===== config.mk =====
export PLATFORM = sky130hd
export DESIGN_NAME = mem_access_ctrl
export DESIGN_NICKNAME = d
export VERILOG_FILES = /design/src/rtl/common_pkg.sv /design/src/rtl/mem_access_ctrl.sv
export SDC_FILE = /design/constraint.sdc
export NUM_CORES = 1
export LEC_CHECK = 0
export BUFFER_PORTS_ARGS = -buffer_cell sky130_fd_sc_hd__buf_4
export CAP_MARGIN = 0
export CORE_MARGIN = 3
export CORE_UTILIZATION = 45
export CTS_CLUSTER_DIAMETER = 40
export DETAILED_ROUTE_END_ITERATION = 12
export PLACE_DENSITY = 0.76
export SKIP_LAST_GASP = 1
export SLEW_MARGIN = 20
export SYNTH_ARGS = -nofsm -noshare
export SYNTH_HDL_FRONTEND = slang
export SYNTH_SLANG_ARGS = --single-unit

===== constraint.sdc =====
create_clock -name i_clk -period 4.1 [get_ports i_clk]
set_clock_uncertainty 0.2 [all_clocks]
set_input_delay 0.82 -clock i_clk [delete_from_list [all_inputs] [get_ports i_clk]]
set_output_delay 0.82 -clock i_clk [all_outputs]
set_load 0.1 [all_outputs]

===== src/rtl/common_pkg.sv =====
// common_pkg: shared types and widths for the memory access sequencer.
package common_pkg;

    localparam int MEM_ADDR_W = 16;
    localparam int MEM_DATA_W = 16;

    typedef enum logic [1:0] {
        ST_IDLE,
        ST_ACCESS,
        ST_WAIT,
        ST_RESP
    } mem_ctrl_state_t;

    // Request as latched on acceptance.
    typedef struct packed {
        logic                  we;
        logic [MEM_ADDR_W-1:0] addr;
        logic [MEM_DATA_W-1:0] wdata;
    } mem_req_t;

endpackage


===== src/rtl/mem_access_ctrl.sv =====
// mem_access_ctrl: single-outstanding load/store sequencer placed in front of memory_1k.
// Accepts one request, issues a one-cycle read or write strobe, waits RD_LATENCY cycles
// for read data and returns a response over a valid/ready handshake.
// Optional feature: define MEM_ACCESS_FAULT_EN to answer addresses >= MEM_WORDS with a
// fault response and no memory access.
module mem_access_ctrl
    import common_pkg::*;
#(
    parameter int unsigned RD_LATENCY = 1,
    parameter int unsigned MEM_WORDS  = 1024
) (
    input  logic                  i_clk,
    input  logic                  i_rst,
    input  logic                  i_req_valid,
    output logic                  o_req_ready,
    input  logic                  i_req_we,
    input  logic [MEM_ADDR_W-1:0] i_req_addr,
    input  logic [MEM_DATA_W-1:0] i_req_wdata,
    output logic                  o_resp_valid,
    input  logic                  i_resp_ready,
    output logic [MEM_DATA_W-1:0] o_resp_rdata,
    output logic                  o_resp_fault,
    output logic                  o_mem_rd,
    output logic                  o_mem_wr,
    output logic [MEM_ADDR_W-1:0] o_mem_addr,
    output logic [MEM_DATA_W-1:0] o_mem_wdata,
    input  logic [MEM_DATA_W-1:0] i_mem_rdata
);

    // Wait counter start value; the read word is sampled in the cycle the count hits 0.
    localparam logic [2:0] WAIT_LOAD = (RD_LATENCY == 0) ? 3'd0 : 3'(RD_LATENCY - 1);

    mem_ctrl_state_t state;
    mem_req_t        req;
    logic [2:0]      wait_cnt;
    logic            addr_fault;

    // Ready is combinational so it drops while reset is held and rises in the first
    // cycle after release.
    assign o_req_ready = (state == ST_IDLE) && !i_rst;

    // Address and write data come from the latched request, so they hold their last
    // value outside the access cycle.
    assign o_mem_addr  = req.addr;
    assign o_mem_wdata = req.wdata;

`ifdef MEM_ACCESS_FAULT_EN
    assign addr_fault = (32'(i_req_addr) >= MEM_WORDS);
`else
    assign addr_fault   = 1'b0;
    assign o_resp_fault = 1'b0;
    // Keep MEM_WORDS referenced in builds without the fault check.
    if (MEM_WORDS == 0) begin : g_mem_words_unused
    end
`endif

    // Sequencer FSM with registered strobes and response outputs.
    always_ff @(posedge i_clk) begin
        if (i_rst) begin
            state        <= ST_IDLE;
            req          <= '0;
            wait_cnt     <= 3'd0;
            o_resp_valid <= 1'b0;
            o_resp_rdata <= '0;
            o_mem_rd     <= 1'b0;
            o_mem_wr     <= 1'b0;
`ifdef MEM_ACCESS_FAULT_EN
            o_resp_fault <= 1'b0;
`endif
        end else begin
            // Strobes are single-cycle pulses; only an accept re-arms them.
            o_mem_rd <= 1'b0;
            o_mem_wr <= 1'b0;
            unique case (state)
                ST_IDLE: begin
                    if (i_req_valid) begin
                        if (addr_fault) begin
                            // Out-of-range: answer immediately, memory untouched.
                            state        <= ST_RESP;
                            o_resp_valid <= 1'b1;
                            o_resp_rdata <= '0;
`ifdef MEM_ACCESS_FAULT_EN
                            o_resp_fault <= 1'b1;
`endif
                        end else begin
                            req      <= '{we: i_req_we, addr: i_req_addr, wdata: i_req_wdata};
                            o_mem_wr <= i_req_we;
                            o_mem_rd <= !i_req_we;
                            state    <= ST_ACCESS;
                        end
                    end
                end
                ST_ACCESS: begin
                    if (req.we) begin
                        state        <= ST_RESP;
                        o_resp_valid <= 1'b1;
                        o_resp_rdata <= '0;
`ifdef MEM_ACCESS_FAULT_EN
                        o_resp_fault <= 1'b0;
`endif
                    end else if (RD_LATENCY == 0) begin
                        // Zero latency: data is valid during the strobe cycle itself.
                        state        <= ST_RESP;
                        o_resp_valid <= 1'b1;
                        o_resp_rdata <= i_mem_rdata;
`ifdef MEM_ACCESS_FAULT_EN
                        o_resp_fault <= 1'b0;
`endif
                    end else begin
                        state    <= ST_WAIT;
                        wait_cnt <= WAIT_LOAD;
                    end
                end
                ST_WAIT: begin
                    if (wait_cnt == 3'd0) begin
                        state        <= ST_RESP;
                        o_resp_valid <= 1'b1;
                        o_resp_rdata <= i_mem_rdata;
`ifdef MEM_ACCESS_FAULT_EN
                        o_resp_fault <= 1'b0;
`endif
                    end else begin
                        wait_cnt <= wait_cnt - 3'd1;
                    end
                end
                ST_RESP: begin
                    if (i_resp_ready) begin
                        state        <= ST_IDLE;
                        o_resp_valid <= 1'b0;
                    end
                end
                default: state <= ST_IDLE;
            endcase
        end
    end

endmodule

==> flow_summary.html <==
<table>
<tr><th>Metric</th><th>Value</th></tr>
<tr><th colspan="2">Hold path</th></tr>
<tr><td>Worst Hold Endpoint</td><td>o_mem_wdata[8]</td></tr>
<tr><td>Hold crit path type</td><td>flip-flop to flip-flop</td></tr>
<tr><td>Start point of the worst min-delay path</td><td>o_mem_wdata[8]</td></tr>
<tr><td>Number of cells traversed by the worst hold path</td><td>2</td></tr>
<tr><th colspan="2">Clock tree</th></tr>
<tr><td>Clock root buffer</td><td>sky130_fd_sc_hd__clkbuf_8</td></tr>
<tr><td>CTS Sinks</td><td>57</td></tr>
<tr><td>Maximum buffer depth of the clock tree</td><td>2</td></tr>
<tr><td>Post-cts sizing count</td><td>0</td></tr>
<tr><td>Count of buffers added by post-CTS timing repair for setup</td><td>0</td></tr>
<tr><td>Worst skew pair latency</td><td>0.31 ns</td></tr>
<tr><td>Clock transition at the registers of the reported paths</td><td>0.06 ns</td></tr>
<tr><td>Number of H-tree branching levels</td><td>3</td></tr>
<tr><td>Number of buffers added to fix hold violations after cts</td><td>0</td></tr>
<tr><td>CTS tree</td><td>built</td></tr>
<tr><td>TritonCTS buffer count</td><td>9</td></tr>
<tr><th colspan="2">Routing</th></tr>
<tr><td>Detailed Route Iter0 Violations</td><td>66</td></tr>
<tr><td>Remaining design rule violation count</td><td>0</td></tr>
<tr><td>Antenna-violating nets left</td><td>0</td></tr>
<tr><td>Via count</td><td>2,232</td></tr>
<tr><td>Wire length reported by the detailed router</td><td>5770 um</td></tr>
<tr><td>Via density per instance</td><td>5.03</td></tr>
<tr><td>Number of search-and-repair iterations in the first detailed-routing pass</td><td>4</td></tr>
<tr><td>DR WL/cell</td><td>13.0 um</td></tr>
<tr><th colspan="2">STA</th></tr>
<tr><td>Endpoints failing setup</td><td>0</td></tr>
<tr><td>Crit path time final</td><td>2.73 ns</td></tr>
<tr><td>Slack of the critical path</td><td>1.37 ns</td></tr>
<tr><td>Hold Vio Cnt, Final</td><td>0</td></tr>
<tr><td>RSZ-0062 raised after global routing</td><td>no</td></tr>
<tr><td>Pins over their slew limit</td><td>0</td></tr>
<tr><td>Pin slew with the least headroom to its limit</td><td>0.723 ns</td></tr>
<tr><td>Worst slew slack as a fraction of its limit</td><td>51.7%</td></tr>
<tr><td>Maximum clock frequency</td><td>366 MHz</td></tr>
<tr><td>Accumulated negative setup slack</td><td>0 ns</td></tr>
<tr><td>Final worst-path cycle share</td><td>66.6%</td></tr>
<tr><th colspan="2">Synth</th></tr>
<tr><td>Sequential cell area fraction in the yosys report</td><td>44.9%</td></tr>
<tr><td>Leading area contributor after synthesis</td><td>sky130_fd_sc_hd__dfxtp_1</td></tr>
<tr><td>Area of the mapped netlist</td><td>2540 sq um</td></tr>
<tr><td>Number of synthesized register bits</td><td>57</td></tr>
<tr><td>Synth warnings</td><td>0</td></tr>
<tr><td>Number of instances in the synthesized netlist</td><td>309</td></tr>
<tr><td>Area fraction of the dominant cell type after synthesis</td><td>44.9%</td></tr>
<tr><td>Syn Nets</td><td>369</td></tr>
<tr><td>Cell types with the largest area share after synthesis</td><td>sky130_fd_sc_hd__dfxtp_1 (45%), sky130_fd_sc_hd__a21oi_1 (11%), sky130_fd_sc_hd__buf_4 (10%)</td></tr>
<tr><td>Count of distinct cell types in the synthesized netlist</td><td>33</td></tr>
<tr><td>Per-instance average area after synthesis</td><td>8.22 sq um</td></tr>
<tr><th colspan="2">Finish</th></tr>
<tr><td>Finished Layout Cells</td><td>444</td></tr>
<tr><td>Net count, final</td><td>429</td></tr>
<tr><td>End-of-flow core utilization</td><td>61.9%</td></tr>
<tr><td>Share of cells above drive strength 1</td><td>34.5%</td></tr>
<tr><td>Antenna cell count</td><td>0</td></tr>
<tr><td>Relative area change from synthesis to final layout</td><td>28.4%</td></tr>
<tr><th colspan="2">Floorplan</th></tr>
<tr><td>Core Footprint</td><td>5270 sq um</td></tr>
<tr><td>Starting utilization of the core area</td><td>48.2%</td></tr>
<tr><td>Area of the die</td><td>6580 sq um</td></tr>
<tr><td>Die Span Y</td><td>81.1 um</td></tr>
<tr><td>Row count</td><td>26</td></tr>
<tr><td>Die W</td><td>81.1 um</td></tr>
<tr><td>IO Pins</td><td>106</td></tr>
<tr><th colspan="2">Power</th></tr>
<tr><td>Leak Pwr</td><td>0.00143 uW</td></tr>
<tr><td>Power Dens Cells</td><td>805 nW/um^2</td></tr>
<tr><td>IR Drop Worst-Case VDD</td><td>0.363 mV</td></tr>
<tr><td>Post-layout power</td><td>2630 uW</td></tr>
<tr><th colspan="2">Worst setup path</th></tr>
<tr><td>Critical path's top delay family</td><td>buffers and inverters</td></tr>
<tr><td>Critical-path cell with the highest stage delay</td><td>sky130_fd_sc_hd__buf_4</td></tr>
<tr><td>CP most frequent cell</td><td>sky130_fd_sc_hd__buf_4</td></tr>
<tr><td>Worst flop-to-flop path endpoint</td><td>state[0]</td></tr>
<tr><td>Worst path cell trace</td><td>buf_4, nor2b_1, buf_4</td></tr>
<tr><td>Startpoint kind of the worst setup timing path</td><td>input port</td></tr>
<tr><td>Source of the worst register-to-register timing path</td><td>state[0]</td></tr>
<tr><td>R2r worst-path depth</td><td>5</td></tr>
<tr><td>Critical Setup Path Class</td><td>input port to output pin</td></tr>
<tr><td>Worst Path Arrival</td><td>1.71 ns</td></tr>
<tr><td>Critical Path Fanout Max</td><td>56</td></tr>
<tr><td>Critical path endpoint category</td><td>output pin</td></tr>
<tr><td>Count of buffer and inverter cells on the critical path</td><td>2</td></tr>
<tr><td>Data required time of the critical path</td><td>3.08 ns</td></tr>
<tr><td>Peak per-stage delay on the critical path</td><td>0.47 ns</td></tr>
<tr><td>FF-to-FF setup slack</td><td>2.09 ns</td></tr>
<tr><th colspan="2">Global route</th></tr>
<tr><td>Vias in the first global route</td><td>2,014</td></tr>
<tr><td>Overall global routing resource usage</td><td>17.5%</td></tr>
<tr><td>Maximum number of pins on one net before global-route repair</td><td>57</td></tr>
<tr><td>Global-route wire length before repair</td><td>8970 um</td></tr>
<tr><td>Initial antenna violation count</td><td>0</td></tr>
<tr><td>Total grt overflow</td><td>0</td></tr>
<tr><th colspan="2">Placement</th></tr>
<tr><td>Worst setup slack after placement</td><td>1.37 ns</td></tr>
<tr><td>Buffers on Ports</td><td>104</td></tr>
<tr><td>Instance count after placement with tap cells included</td><td>428</td></tr>
<tr><td>Final HPWL DP</td><td>3960 um</td></tr>
<tr><td>Weighted congestion at the end of routability-driven global placement</td><td>0.790</td></tr>
<tr><th colspan="2">Job</th></tr>
<tr><td>Max-capacitance violation count</td><td>0</td></tr>
<tr><th colspan="2">Status</th></tr>
<tr><td>Outcome</td><td>completed</td></tr>
</table>
layout make-up:
cell class | count | area, sq um
Fill cell | 473 | 2010
Sequential cell | 57 | 1140
Multi-Input combinational cell | 190 | 1030
Timing Repair Buffer | 105 | 788
Clock buffer | 14 | 183
Tap cell | 70 | 87.6
Inverter | 6 | 22.5
Clock inverter | 2 | 10.0
cell usage in the layout, fill, tap and decap left out, drive strengths merged:
cell and n:
a211oi 1, a21bo 1, a21boi 1, a21oi 54, a221oi 1, and2 2, and2b 2, and3 1
buf 105, clkbuf 14, clkinv 2, conb 1, dfxtp 57, ha 7, inv 6, nand2 68
nand2b 1, nand3 17, nand3b 2, nor2 3, nor2b 3, nor3 1, o21ai 3, o31ai 17
o41ai 1, or4 2, or4b 1
cell usage after synthesis:
| cell | number |
|---|---|
| sky130_fd_sc_hd__clkbuf_1 | 15 |
| sky130_fd_sc_hd__nand2_1 | 68 |
| sky130_fd_sc_hd__inv_1 | 6 |
| sky130_fd_sc_hd__o41ai_1 | 1 |
| sky130_fd_sc_hd__a21bo_2 | 1 |
| sky130_fd_sc_hd__conb_1 | 1 |
| sky130_fd_sc_hd__nand2b_1 | 1 |
| sky130_fd_sc_hd__nor2_1 | 3 |
| sky130_fd_sc_hd__dfxtp_1 | 57 |
| sky130_fd_sc_hd__or4_1 | 1 |
| sky130_fd_sc_hd__nand3b_1 | 2 |
| sky130_fd_sc_hd__nor2b_4 | 1 |
| sky130_fd_sc_hd__and2b_1 | 1 |
| sky130_fd_sc_hd__and2_2 | 1 |
| sky130_fd_sc_hd__and2b_4 | 1 |
| sky130_fd_sc_hd__and2_1 | 1 |
| sky130_fd_sc_hd__or4_4 | 1 |
| sky130_fd_sc_hd__o31ai_1 | 17 |
| sky130_fd_sc_hd__buf_4 | 34 |
| sky130_fd_sc_hd__o21ai_0 | 3 |
| sky130_fd_sc_hd__buf_2 | 5 |
| sky130_fd_sc_hd__or4b_1 | 1 |
| sky130_fd_sc_hd__a221oi_2 | 1 |
| sky130_fd_sc_hd__a211oi_1 | 1 |
| sky130_fd_sc_hd__a21oi_1 | 54 |
| sky130_fd_sc_hd__buf_6 | 1 |
| sky130_fd_sc_hd__nor2b_1 | 2 |
| sky130_fd_sc_hd__ha_1 | 7 |
| sky130_fd_sc_hd__nand3_1 | 17 |
| sky130_fd_sc_hd__nor3_1 | 1 |
| sky130_fd_sc_hd__a21boi_0 | 1 |
| sky130_fd_sc_hd__and3_2 | 1 |
| sky130_fd_sc_hd__buf_1 | 1 |
report_power, final:
part	internal (uW)	total [uW]	switching [uW]	leakage, uW
Sequential	660	720	59.8	0.000465
Clock	284	484	200	0.000102
Combinational	322	1420	1100	0.000862
Total	1270	2630	1360	0.00143
sequential cells by signal, indices dropped and copies added (netlist names):
register,count
wait_cnt,3
state,2
req,1
o_mem_addr,16
o_mem_rd,1
o_resp_rdata,16
o_mem_wdata,16
o_mem_wr,1
o_resp_valid,1
tightest hold or removal path: cells and delay by family, from the launching register on:
family / cells / cell delay, ns
compound gates: 1 / 0.05
flops: 1 / 0.31
simple gates: 1 / 0.05
worst max-delay path by stage:
stage / startpoint / end / slack, ns / cells past startpoint
after global routing: i_rst / o_req_ready / 1.30 / 3
after floorplan: i_rst / o_req_ready / 0.87 / 1
after CTS: i_rst / o_req_ready / 1.35 / 3
final: i_rst / o_req_ready / 1.37 / 3
after global placement: i_rst / o_req_ready / 1.36 / 3
after detailed placement: i_rst / o_req_ready / 1.37 / 3
cell families (layout without fill, tap and decap cells):
logic type | after synthesis | after routing | synth area share (%)
AND/OR/NAND/NOR | 103 | 103 | 18.6
AO/OA/AOI/OAI | 79 | 79 | 18.2
buffers and inverters | 62 | 127 | 14.7
other | 1 | 1 | 0.148
adder cells (fa/ha/maj) | 7 | 7 | 3.45
flip-flops | 57 | 57 | 44.9
stage by stage:
stage / hold WS (ns) / cell area (sq um)
global placement: 0.243 / 3060
global route: 0.271 / 3260
CTS: 0.259 / 3260
finish: 0.255 / 3260
detailed placement: 0.250 / 3060
floorplan: 0.236 / 2540
routing by layer:
layer | part of all wire (%) | global-route usage (%) | vias to the layer above
met5 | 0 | 0 | -
met4 | 0.83 | 7.09 | 0
met3 | 9.4 | 4.88 | 6
met2 | 47 | 30.2 | 96
met1 | 42 | 20.5 | 1008
li1 | - | - | 1122
No activity file was read; power rests on OpenSTA's default activity.
